[src/rtl/rx_auth.sv]
// rx_auth: UART receiver (8N1) feeding a command-driven power authorization FSM.
//
// The receiver decodes bytes from the asynchronous RX line. CMD_GO and CMD_STOP
// bytes, together with rider_off, step the authorization state. pwr_up enables
// the downstream balance, steering and PWM stages.
//
// Build option: define RX_FRAME_ERR_EN to reject frames whose stop bit samples
// low. A rejected frame pulses frm_err instead of rx_rdy. When the macro is not
// defined, the stop bit is ignored and frm_err is tied low.
//
// Ports:
//   clk        system clock; all logic runs on the rising edge
//   rst        synchronous, active-high reset
//   RX         asynchronous UART serial input, idle high
//   rider_off  rider absent, synchronous to clk
//   rx_data    last accepted byte (first received bit is the LSB)
//   rx_rdy     one-cycle pulse when rx_data updates
//   frm_err    one-cycle pulse on a bad stop bit
//   pwr_up     registered power enable
//   auth_st    authorization state, for debug
//
// Authorization states:
//   state | meaning
//   OFF   | power disabled, waiting for CMD_GO
//   PWR1  | powered, normal operation
//   PWR2  | powered, stop requested; drops out as soon as the rider leaves
module rx_auth #(
    parameter int         BAUD_DIV = 2604,
    parameter logic [7:0] CMD_GO   = 8'h47,
    parameter logic [7:0] CMD_STOP = 8'h53
) (
    input  logic       clk,
    input  logic       rst,
    input  logic       RX,
    input  logic       rider_off,
    output logic [7:0] rx_data,
    output logic       rx_rdy,
    output logic       frm_err,
    output logic       pwr_up,
    output logic [1:0] auth_st
);

    localparam int            CW        = $clog2(BAUD_DIV + 1);
    localparam logic [CW-1:0] BAUD_FULL = CW'(BAUD_DIV);
    localparam logic [CW-1:0] BAUD_HALF = CW'(BAUD_DIV / 2);

    typedef enum logic {RX_IDLE, RX_RECV} rx_state_t;
    typedef enum logic [1:0] {
        AUTH_OFF  = 2'b00,
        AUTH_PWR1 = 2'b01,
        AUTH_PWR2 = 2'b10
    } auth_state_t;

    rx_state_t     rx_q, rx_nxt;
    auth_state_t   auth_q, auth_nxt;
    logic          rx_s1, rx_s2, rx_prev;
    logic [CW-1:0] baud_cnt;
    logic [3:0]    bit_cnt;
    logic [7:0]    shreg;
    logic          start_edge, baud_tick, last_bit, start_bad;

    // Two-flop synchronizer. rx_prev stores the previous synchronized value so
    // that a falling edge on the line can be detected.
    always_ff @(posedge clk) begin
        if (rst) begin
            rx_s1   <= 1'b1;
            rx_s2   <= 1'b1;
            rx_prev <= 1'b1;
        end else begin
            rx_s1   <= RX;
            rx_s2   <= rx_s1;
            rx_prev <= rx_s2;
        end
    end

    assign start_edge = rx_prev & ~rx_s2;
    // The down-counter reloads BAUD_DIV when it reaches the terminal count of 1.
    // This gives a sample spacing of exactly BAUD_DIV clocks.
    assign baud_tick  = (rx_q == RX_RECV) && (baud_cnt == CW'(1));
    assign last_bit   = (bit_cnt == 4'd9);
    assign start_bad  = (bit_cnt == 4'd0) && rx_s2;

    always_ff @(posedge clk) begin
        if (rst) rx_q <= RX_IDLE;
        else     rx_q <= rx_nxt;
    end

    always_comb begin
        rx_nxt = rx_q;
        case (rx_q)
            RX_IDLE: if (start_edge) rx_nxt = RX_RECV;
            RX_RECV: if (baud_tick && (start_bad || last_bit)) rx_nxt = RX_IDLE;
            default: rx_nxt = RX_IDLE;
        endcase
    end

    always_ff @(posedge clk) begin
        if (rst) begin
            baud_cnt <= '0;
            bit_cnt  <= 4'd0;
            shreg    <= 8'h00;
            rx_data  <= 8'h00;
            rx_rdy   <= 1'b0;
            frm_err  <= 1'b0;
        end else begin
            rx_rdy  <= 1'b0;
            frm_err <= 1'b0;
            if (rx_q == RX_IDLE) begin
                bit_cnt <= 4'd0;
                if (start_edge) baud_cnt <= BAUD_HALF;
            end else if (baud_tick) begin
                baud_cnt <= BAUD_FULL;
                bit_cnt  <= bit_cnt + 4'd1;
                if (bit_cnt >= 4'd1 && bit_cnt <= 4'd8)
                    shreg <= {rx_s2, shreg[7:1]};
                if (last_bit) begin
`ifdef RX_FRAME_ERR_EN
                    if (!rx_s2) begin
                        frm_err <= 1'b1;
                    end else begin
                        rx_data <= shreg;
                        rx_rdy  <= 1'b1;
                    end
`else
                    rx_data <= shreg;
                    rx_rdy  <= 1'b1;
`endif
                end
            end else begin
                baud_cnt <= baud_cnt - CW'(1);
            end
        end
    end

    always_ff @(posedge clk) begin
        if (rst) begin
            auth_q <= AUTH_OFF;
            pwr_up <= 1'b0;
        end else begin
            auth_q <= auth_nxt;
            pwr_up <= (auth_nxt == AUTH_PWR1) || (auth_nxt == AUTH_PWR2);
        end
    end

    always_comb begin
        auth_nxt = auth_q;
        case (auth_q)
            AUTH_OFF:
                if (rx_rdy && rx_data == CMD_GO) auth_nxt = AUTH_PWR1;
            AUTH_PWR1:
                if (rx_rdy && rx_data == CMD_STOP)
                    auth_nxt = rider_off ? AUTH_OFF : AUTH_PWR2;
            AUTH_PWR2:
                // When GO and rider_off occur in the same cycle, GO wins.
                if (rx_rdy && rx_data == CMD_GO) auth_nxt = AUTH_PWR1;
                else if (rider_off)              auth_nxt = AUTH_OFF;
            default:
                auth_nxt = AUTH_OFF;
        endcase
    end

    assign auth_st = auth_q;

endmodule

[config.mk]
export PLATFORM = sky130hd
export DESIGN_NAME = rx_auth
export DESIGN_NICKNAME = d
export VERILOG_FILES = /design/src/rtl/rx_auth.sv
export SDC_FILE = /design/constraint.sdc
export NUM_CORES = 1
export LEC_CHECK = 0
export CAP_MARGIN = 20
export CORE_ASPECT_RATIO = 1.2
export CORE_MARGIN = 5
export CORE_UTILIZATION = 55
export DETAILED_ROUTE_END_ITERATION = 6
export PLACE_DENSITY = 0.77
export SYNTH_ARGS = -nofsm -noshare
export SYNTH_HDL_FRONTEND = slang
export SYNTH_SLANG_ARGS = --single-unit
[constraint.sdc]
create_clock -name clk -period 2.1 [get_ports clk]
set_input_delay 0.42 -clock clk [delete_from_list [all_inputs] [get_ports clk]]
set_output_delay 0.42 -clock clk [all_outputs]
set_load 0.01 [all_outputs]
After elaboration in Yosys (flattened, before gate mapping)
Cells that the tools add are included.

word-level totals
  latch bits = 0
  bits in writable memories = 0
  memories = 0
  bits in registers = 40
  output and inout port bits = 13
  bits in read-only memories = 0
  word-level logic and storage cells = 55

operators by class
  multiplexer cells = 13
  shift operators = 0
  order comparisons = 2
  divide/modulo/power cells = 0
  add/sub/neg operators = 2
  bitwise gates (word level) = 4
  eq/ne operators = 8
  multiply operators = 0
  reduce and logical (&&, ||, !) cells = 15

operator list
  kind                     number
  $mux W12                 3
  $eq A8 B7 Y1 const B     2
  $eq A12 B1 Y1 const B    1
  $sub A12 B1 Y12 const B  1
  $mux W2                  5
  $logic_and A1 B1 Y1      6
  $pmux W2 S3              1
  $reduce_and A3 Y1        2
  $add A4 B1 Y4 const B    1
  $eq A2 B1 Y1 const B     2
  $eq A2 B2 Y1 const B     2
  $eq A4 B4 Y1 const B     1
  $ge A4 B1 Y1 const B     1
  $le A4 B4 Y1 const B     1
  $logic_not A4 Y1         1
  $mux W1                  3
  $not A1 Y1               3
  $reduce_or A3 Y1         1
  $logic_not A2 Y1         1
  $logic_or A1 B1 Y1       2
  $pmux W1 S2              1
  $reduce_bool A2 Y1       1
  $reduce_or A2 Y1         1
  $and A1 B1 Y1            1

Longest topological paths before layout
Gate-level depths: netlist of the first run.

  word-level depth = 6
  depth in mapped cells = 7

Least setup slack after synthesis of the first run
OpenSTA, ideal clock, no wires.

  kind = register to register
  from = reg baud_cnt[1]
  to = reg baud_cnt[7]
  stages on the path, launching flop included = 8
  setup slack = 0.456 ns
  library setup time = 0.074 ns
  data arrival time = 1.570 ns
  cells stage by stage = dfxtp_1 inv_1 ha_1 nor4bb_4 and3_1 buf_4 or3_1 a31oi_1

on the way
  longest elaborated chain between the ends = 4

ends and longest elaborated chain
  item                                                                     line  text
  start, declared                                                          57    logic [CW-1:0] baud_cnt;
  start signal, assigned                                                   130   baud_cnt <= baud_cnt - CW'(1);
  parallel branches: the longest is 2 deep, another holds $sub A12 B1 Y12  n/a
  $mux W12 (*)                                                             111   end else if (baud_tick) begin
  $mux W12 (*)                                                             108   if (rx_q == RX_IDLE) begin

Mark *: on every way between the ends.
A chain may end at the register's enable or synchronous reset.

Final worst setup path of the first run
  from = reg baud_cnt[1]
  to = reg shreg[7]

on the way
  longest elaborated chain between the ends = 3

ends and longest elaborated chain
  item                                line  text
  $eq A12 B1 Y1                       79    assign baud_tick = (rx_q == RX_RECV) && (baud_cnt == CW'(1));
  $logic_and A1 B1 Y1                 79
  $reduce_and A3 Y1 (no source line)  n/a
  end signal, assigned                115   shreg <= {rx_s2, shreg[7:1]};
  end, declared                       59    logic [7:0] shreg;

Every way passes these cells.

==> impl_metrics.json, run 1 <==
{
  "status": "completed",
  "end_kind": "flop",
  "cts_htree_levels": 2,
  "start_util": 0.567,
  "postCtsSetupBuffers": 0,
  "fin_hold_ws_ps": 416,
  "p_leak_uw": 0.000853,
  "rsz0062_at_grt": "false",
  "tritoncts": "done",
  "ir_drop_mv": 0.978,
  "drt_iter0_drc": 99,
  "crit_path_start_kind": "flop",
  "ys_ff_latch": 40,
  "gp_congestion": 0.935,
  "track_usage": 0.188,
  "dp_cells": 257,
  "grt_pass1_wl_um": 6890,
  "cts_resized": 0,
  "grt_pass1_vias": 1572,
  "finalCritPeriodShare": 0.894,
  "tightest_slew_ps": 583,
  "cp_data_arrival_time_ps": 2110,
  "instances_no_fill": 265,
  "finClkSkew_ps": 10.2,
  "antenna_found_initial": 0,
  "gr-total-overflow": 0,
  "dp_hpwl_um": 3020,
  "fin_nets": 237,
  "first_pass_iters": 4,
  "wl_per_cell_um": 15.6,
  "hold_viol_final": 0,
  "ios": 17,
  "clock_latency_ps": 300,
  "synth_edf_count": 0,
  "setup_viol": 0,
  "area_growth_pct": 16.7,
  "syn_area_um2": 1880,
  "power_density_nw_per_um2": 756,
  "cts_max_path_buffers": 2,
  "core_area_um2": 3310,
  "period_minus_slack_ps": 1880,
  "cpLargestDelayFamily": "simple AND/OR/NAND/NOR gates",
  "syn_nets": 217,
  "avgViaCountPerCell": 6.02,
  "place_worst_setup_slack_ps": 214,
  "relSlewSlack": 0.611,
  "fin_ws_ps": 223,
  "reg2reg_slack_ps": 220,
  "drc": 0,
  "power.total_uw": 1660,
  "worstPathRequired_ps": 2330,
  "finalWirelength_um": 4140,
  "clk_pin_slew_worst_paths_ps": 80,
  "crit_chain": "inv_1 > ha_1 > nor4bb_4 > nand3_2 > a211oi_2 > mux2i_1",
  "hold_buffers": 0,
  "yosysSeqAreaShare": 0.426,
  "cp_max_fo": 5,
  "final_cell_mix": "40 x dfxtp_1, 19 x nand2_1, 15 x clkdlybuf4s50_1, 12 x o21ai_1",
  "setup_tns_ps": 0,
  "synth_top_flop_cell": "dfxtp_1",
  "layout_commonest_cell": "dfxtp_1",
  "crit_buf_inv": 1,
  "grt_max_degree": 22,
  "n_fill_cell": 291,
  "slowest_stage": "nor4bb_4",
  "drive_above_1_share": 0.114,
  "vias": 1594,
  "dieArea_um2": 4690,
  "finalMaxSlewViolations": 0,
  "drv_cap": 0,
  "cts_root_buffer": "clkbuf_8",
  "worstSetupPathType": "flop to flop",
  "ys_types": 50,
  "antenna_cells": 0,
  "fmax_mhz": 533,
  "fp-row-count": 23,
  "clock-sinks": 40,
  "die_h_um": 74.0,
  "ys_async_sr_fraction": 0,
  "hold_path_class": "flop to flop",
  "synth.avg_cell_area_um2": 9.07,
  "dieWidth_um": 63.3,
  "port_buffers": 15,
  "antenna_left": 0,
  "slowest_delay_ps": 410,
  "cts_buffers": 5,
  "syn_inst": 207,
  "yosysWarnings": 0
}
layer usage:
layer | track usage | part of all wire | up-vias
met2 | 0.330 | 0.51 | 50
met3 | 0.0574 | 0.048 | 13
li1 | - | - | 788
met4 | 0.109 | 0.028 | 0
met1 | 0.200 | 0.42 | 743
met5 | 0 | 0 | -
path summary, 6_finish.rpt:
| path | end | from | cells past startpoint |
|---|---|---|---|
| max reg2reg | shreg[7] | baud_cnt[1] | 6 |
| min reg2reg | rx_s2 | rx_s1 | 1 |
| min | rx_s2 | rx_s1 | 1 |
| max | shreg[7] | baud_cnt[1] | 6 |
state kept, by name (all words and copies together), names as in the netlist:
signal / cells
rx_q: 1
auth_st: 2
rx_rdy: 1
pwr_up: 1
shreg: 8
rx_prev: 1
baud_cnt: 12
rx_s2: 1
rx_s1: 1
rx_data: 8
bit_cnt: 4
cells in the mapped netlist (2+ instances only):
cell type	number	area, um^2
and2_1	3	18.8
nand3_1	11	55.1
o21a_1	2	15.0
or3_1	2	12.5
o211ai_1	2	15.0
nor3b_1	3	22.5
a31oi_1	6	37.5
ha_1	6	75.1
o21ai_1	12	60.1
buf_4	2	15.0
and4b_1	2	20.0
inv_1	9	33.8
nor4_4	2	42.5
a21oi_1	8	40.0
nand2_1	19	71.3
nor2b_1	2	12.5
a211oi_1	3	22.5
or2_2	4	25.0
o21ai_0	8	40.0
mux2i_1	9	90.1
nand2b_1	2	12.5
dfxtp_1	40	801
clkbuf_1	6	22.5
nand4_1	5	31.3
nor3_1	4	20.0
nor2_1	11	41.3
cells by family after synthesis:
logic type	share of synthesized area
AOI/OAI and AO/OA	0.167
xor gates and xnor gates	0.00933
DFF	0.426
and+or+nand+nor	0.266
buffers and inverters	0.0406
muxes	0.0480
adders and majority gates	0.0400
other	0.00200
through the flow:
stage | instance area (um^2) | utilization
after global routing | 2190 | 0.662
final | 2190 | 0.662
after floorplan | 1880 | -
after CTS | 2190 | 0.662
after global placement | 2080 | 0.630
after detailed placement | 2080 | 0.630
where the power goes:
part,switching [uW],internal [uW],total (uW)
registers,41.5,785,826
clock network,263,352,616
logic,124,92.2,216
area by class of cell:
cell class,count,area (um^2),share of cell area
flip-flops and latches,40,801,0.365
repair buffers,22,203,0.0925
multi-input cells,149,1000,0.457
inverters,9,33.8,0.0154
clock inverters,2,35.0,0.0160
clock buffers,6,72.6,0.0331
well taps,37,46.3,0.0211
Power figures use the tool's default switching activity.
==> run 2: changes to the inputs <==
Settings changed: GPL_ROUTABILITY_DRIVEN from default to 0, SETUP_SLACK_MARGIN from default to 0.3, SKIP_LAST_GASP from default to 1.
==> run 2 against run 1 <==
Net effect:
- clock power rose by 19%
- via count increased by 4.1%
- combinational power rose by 39%
==> impl_metrics.json, run 2 (synthesized netlist as in run 1, its figures left out) <==
{
  "tightest_slew_ps": 612,
  "finalWirelength_um": 4690,
  "cts_htree_levels": 2,
  "status": "completed",
  "met3_usage": 0.0589,
  "grt.busiest_layer": "met2",
  "final_cell_mix": "38 x dfxtp_1, 19 x nand2_1, 15 x clkdlybuf4s50_1, 12 x o21ai_1, 12 x buf_4",
  "cts_buffers": 5,
  "cts_max_path_buffers": 2,
  "grt_max_degree": 22,
  "drc": 0,
  "vias": 1660,
  "hold_path_class": "flop to flop",
  "fmax_mhz": 572,
  "dieWidth_um": 63.3,
  "track_usage": 0.198,
  "cts_root_buffer": "clkbuf_8",
  "finClkSkew_ps": 6.35,
  "cp_data_arrival_time_ps": 1970,
  "grt_pass1_vias": 1599,
  "clkPwrFrac": 0.395,
  "combPwrFrac": 0.161,
  "drive_above_1_share": 0.155,
  "clock_latency_ps": 290,
  "ir_drop_mv": 0.661,
  "drv_cap": 0,
  "period_minus_slack_ps": 1750,
  "area_growth_pct": 23.4,
  "fin_nets": 243,
  "grt_pass1_wl_um": 7330,
  "first_pass_iters": 4,
  "rsz0062_at_grt": "false",
  "wl_per_cell_um": 17.4,
  "worstPathRequired_ps": 2320,
  "p_leak_uw": 0.000895,
  "setup_tns_ps": 0,
  "antenna_left": 0,
  "relSlewSlack": 0.592,
  "hold_viol_final": 0,
  "hold_buffers": 0,
  "internal-power_uw": 1390,
  "start_util": 0.567,
  "crit_path_start_kind": "flop",
  "reg_top3": "baud_cnt: 12 flops, rx_data: 8 flops, shreg: 8 flops",
  "end_kind": "flop",
  "tritoncts": "done",
  "dieArea_um2": 4690,
  "clock-sinks": 40,
  "antenna_found_initial": 0,
  "gr-total-overflow": 0,
  "core_area_um2": 3310,
  "setup_viol": 0,
  "reg2reg_slack_ps": 350,
  "ios": 17,
  "fin_ws_ps": 351,
  "die_h_um": 74.0,
  "switching_share": 0.250,
  "cp_max_fo": 9,
  "dp_hpwl_um": 3040,
  "use_met2": 0.347,
  "worstSetupPathType": "flop to flop",
  "met1_usage": 0.229,
  "drt_iter0_drc": 126,
  "power.switching_uw": 466,
  "regMostFlops": "baud_cnt",
  "avgViaCountPerCell": 6.15,
  "port_buffers": 15,
  "largest_reg_flops": 12,
  "fp-row-count": 23,
  "finalCritPeriodShare": 0.833,
  "layout_commonest_cell": "dfxtp_1",
  "place_worst_setup_slack_ps": 199,
  "finalMaxSlewViolations": 0,
  "antenna_cells": 0,
  "seqPwrFrac": 0.444,
  "clk_pin_slew_worst_paths_ps": 80,
  "power_density_nw_per_um2": 803
}
-- run 2: worst paths after layout --
check	from	to	cells after the start
max	baud_cnt[1]	baud_cnt[7]	7
min	rx_s1	rx_s2	1
max reg2reg	baud_cnt[1]	baud_cnt[7]	7
min reg2reg	rx_s1	rx_s2	1
-- run 2: timing repair --
item,4_1_cts,5_1_grt
buffers inserted,0,6
cloned,0,0
setup endpoints to repair,20,20
gates resized for setup,4,5
pin swaps,1,4
endpoints found under the hold margin,0,0
-- run 2: metrics by stage --
step           instance area [um^2]  hold slack (ps)  instances   util  power, uW
6_report                       2320              418        270  0.700       1860
2_1_floorplan                  1880              389        207      -        994
5_1_grt                        2320              443        270  0.700       1930
3_5_place_dp                   2080              400        257  0.630       1060
4_1_cts                        2240              421        264  0.676       1800
3_3_place_gp                   2080              393        257  0.630       1050
-- run 2: power by group through the flow --
stage               Clock, uW  Combinational, uW  Sequential, uW
CTS                       746                231             825
detailed placement          0                221             843
finish                    735                300             826
global placement            0                212             841
global route              777                317             832
floorplan                   0                159             834
-- run 2: worst max-delay path, stage by stage (launching register included) --
cell	delay, ps
dfxtp_2	350
inv_1	60
ha_1	180
nor4bb_4	150
buf_4	180
and3_4	220
or3_1	380
a31oi_1	160
-- run 2: layout make-up --
class / count / area, um^2
Fill cell: 251 / 992
Tap cell: 37 / 46.3
Inverter: 9 / 33.8
Sequential cell: 40 / 803
Multi-Input combinational cell: 149 / 1040
Timing Repair Buffer: 28 / 260
Clock buffer: 5 / 68.8
Clock inverter: 2 / 60.1
-- run 2: per-layer routing --
metal | vias up | share of wire
li1 | 793 | -
met1 | 812 | 0.41
met4 | 0 | 0.018
met5 | - | 0
met2 | 44 | 0.53
met3 | 11 | 0.039
==> run 3: changes to the inputs <==
Clock period 2.1 ns to 1.8 ns, I/O delays scaled along.
==> run 3 against run 2 <==
Net effect:
- hold slack better by 5.7 ps
- combinational power up 63%
- non-clock buffer count up 20
- sequential power up 17%
- cell count up 8.5%
- critical path depth unchanged
- die area unchanged
- clock skew about the same
- sequential share of layout area down 3.8 points
- via count up 10%
- critical endpoint is now rx_q
- largest cell class unchanged
==> impl_metrics.json, run 3 (synthesized netlist as in run 1, its figures left out) <==
{
  "track_usage": 0.236,
  "grt_max_degree": 22,
  "power_density_nw_per_um2": 834,
  "start_util": 0.567,
  "drv_cap": 0,
  "final_cell_mix": "28 x dfxtp_1, 23 x buf_4, 19 x nand2_1, 12 x dlygate4sd2_1, 11 x nor2_1",
  "slowest_stage": "a2111oi_1",
  "n_fill_cell": 194,
  "fmax_mhz": 577,
  "largest_reg_flops": 12,
  "ir_drop_mv": 0.827,
  "die_h_um": 74.0,
  "layout_commonest_cell": "dfxtp_1",
  "hold_buffers": 0,
  "ios": 17,
  "vias": 1826,
  "crit_chain": "inv_2 > ha_4 > nor4bb_4 > and3_4 > buf_4 > buf_6 > a2111oi_1",
  "hold_path_class": "flop to flop",
  "cts_max_path_buffers": 2,
  "cts_buffers": 5,
  "finalWirelength_um": 5880,
  "finClkSkew_ps": 6.32,
  "status": "completed",
  "drc": 0,
  "gr-total-overflow": 0,
  "p_leak_uw": 0.00110,
  "worstSetupPathType": "flop to flop",
  "antenna_found_initial": 0,
  "end_kind": "flop",
  "avgViaCountPerCell": 6.23,
  "dp_hpwl_um": 3340,
  "first_pass_iters": 4,
  "wl_per_cell_um": 20.1,
  "dieWidth_um": 63.3,
  "area_growth_pct": 41.8,
  "tritoncts": "done",
  "drive_above_1_share": 0.371,
  "worstPathRequired_ps": 1960,
  "rsz0062_at_grt": "true",
  "cp_max_fo": 4,
  "crit_path_start_kind": "flop",
  "regMostFlops": "baud_cnt",
  "hold_viol_final": 0,
  "setup_tns_ps": 0,
  "clock-sinks": 40,
  "core_area_um2": 3310,
  "antenna_cells": 0,
  "cp_data_arrival_time_ps": 1900,
  "reg_top3": "baud_cnt: 12 flops, rx_data: 8 flops, shreg: 8 flops",
  "cts_htree_levels": 2,
  "setup_viol": 0,
  "period_minus_slack_ps": 1730,
  "power.total_uw": 2220,
  "clk_pin_slew_worst_paths_ps": 80,
  "cts_root_buffer": "clkbuf_8",
  "crit_buf_inv": 3,
  "grt_pass1_wl_um": 8630,
  "dieArea_um2": 4690,
  "port_buffers": 15,
  "clock_latency_ps": 310,
  "finalCritPeriodShare": 0.963,
  "slowest_delay_ps": 430,
  "antenna_left": 0,
  "drt_iter0_drc": 93,
  "fp-row-count": 23,
  "cpLargestDelayFamily": "compound AO/OA/AOI/OAI gates",
  "grt_pass1_vias": 1826,
  "fin_nets": 265,
  "finalMaxSlewViolations": 0
}
-- run 3: cell types whose count changed in the layout (fill, tap and decap cells not counted), moves of 3 or more --
cell and delta:
clkdlybuf4s50_1 -12, dfxtp_2 +8, o21ai_1 -6, ha_1 -3
nand3_1 -4, nand3_2 +4, buf_6 +8, o21ai_2 +7
dfxtp_1 -10, dlygate4sd2_1 +12, buf_4 +11
-- run 3: stage by stage --
stage	hold slack [ps]	utilization	setup WS (ps)	std cells	cell area, um^2
detailed placement	402	0.656	82.8	266	2170
CTS	425	0.747	202	287	2470
floorplan	389	-	279	207	1890
global placement	394	0.656	137	266	2170
global route	445	0.805	34.3	293	2660
finish	424	0.805	66.0	293	2660
-- run 3: worst reg2reg max path, delay by kind of cell, from the launching register on --
kind / cells / cell delay (ps)
buffers and inverters: 3 / 290
adder cells (fa/ha/maj): 1 / 150
AO/OA/AOI/OAI: 1 / 430
AND/OR/NAND/NOR: 2 / 360
flip-flops: 1 / 340
-- run 3: power breakdown --
group / switching, uW / internal [uW]
logic: 252 / 237
registers: 42.0 / 921
clock network: 351 / 418
total: 645 / 1580
-- run 3: final timing paths --
path | from | to | slack [ps] | cells past startpoint
worst max-delay path | baud_cnt[1] | rx_q | 70 | 7
worst min-delay path | rx_s1 | rx_s2 | 420 | 1
worst min register to register | rx_s1 | rx_s2 | 420 | 1
worst max register to register | baud_cnt[1] | rx_q | 70 | 7
-- run 3: what timing repair did --
action                     in CTS  in global routing
gates resized for setup        34                 37
gates cloned                    2                  1
buffers inserted               11                  5
pin swaps                      12                 24
setup endpoints to repair      40                 34
-- run 3: cell type report --
cell class,instances,area (um^2),share of cell area
Inverter,9,33.8,0.0127
Tap cell,37,46.3,0.0174
Sequential cell,40,821,0.308
Multi-Input combinational cell,151,1220,0.459
Clock inverter,3,47.5,0.0179
Timing Repair Buffer,48,423,0.159
Clock buffer,5,68.8,0.0258
-- run 3: per-layer routing --
metal  GRT usage  vias up  routed length [um]
met3      0.0514       18                 234
met5           0        -                   0
met1       0.254      891                2240
li1            -      851                   -
met4       0.120        0                 191
met2       0.435       66                3210
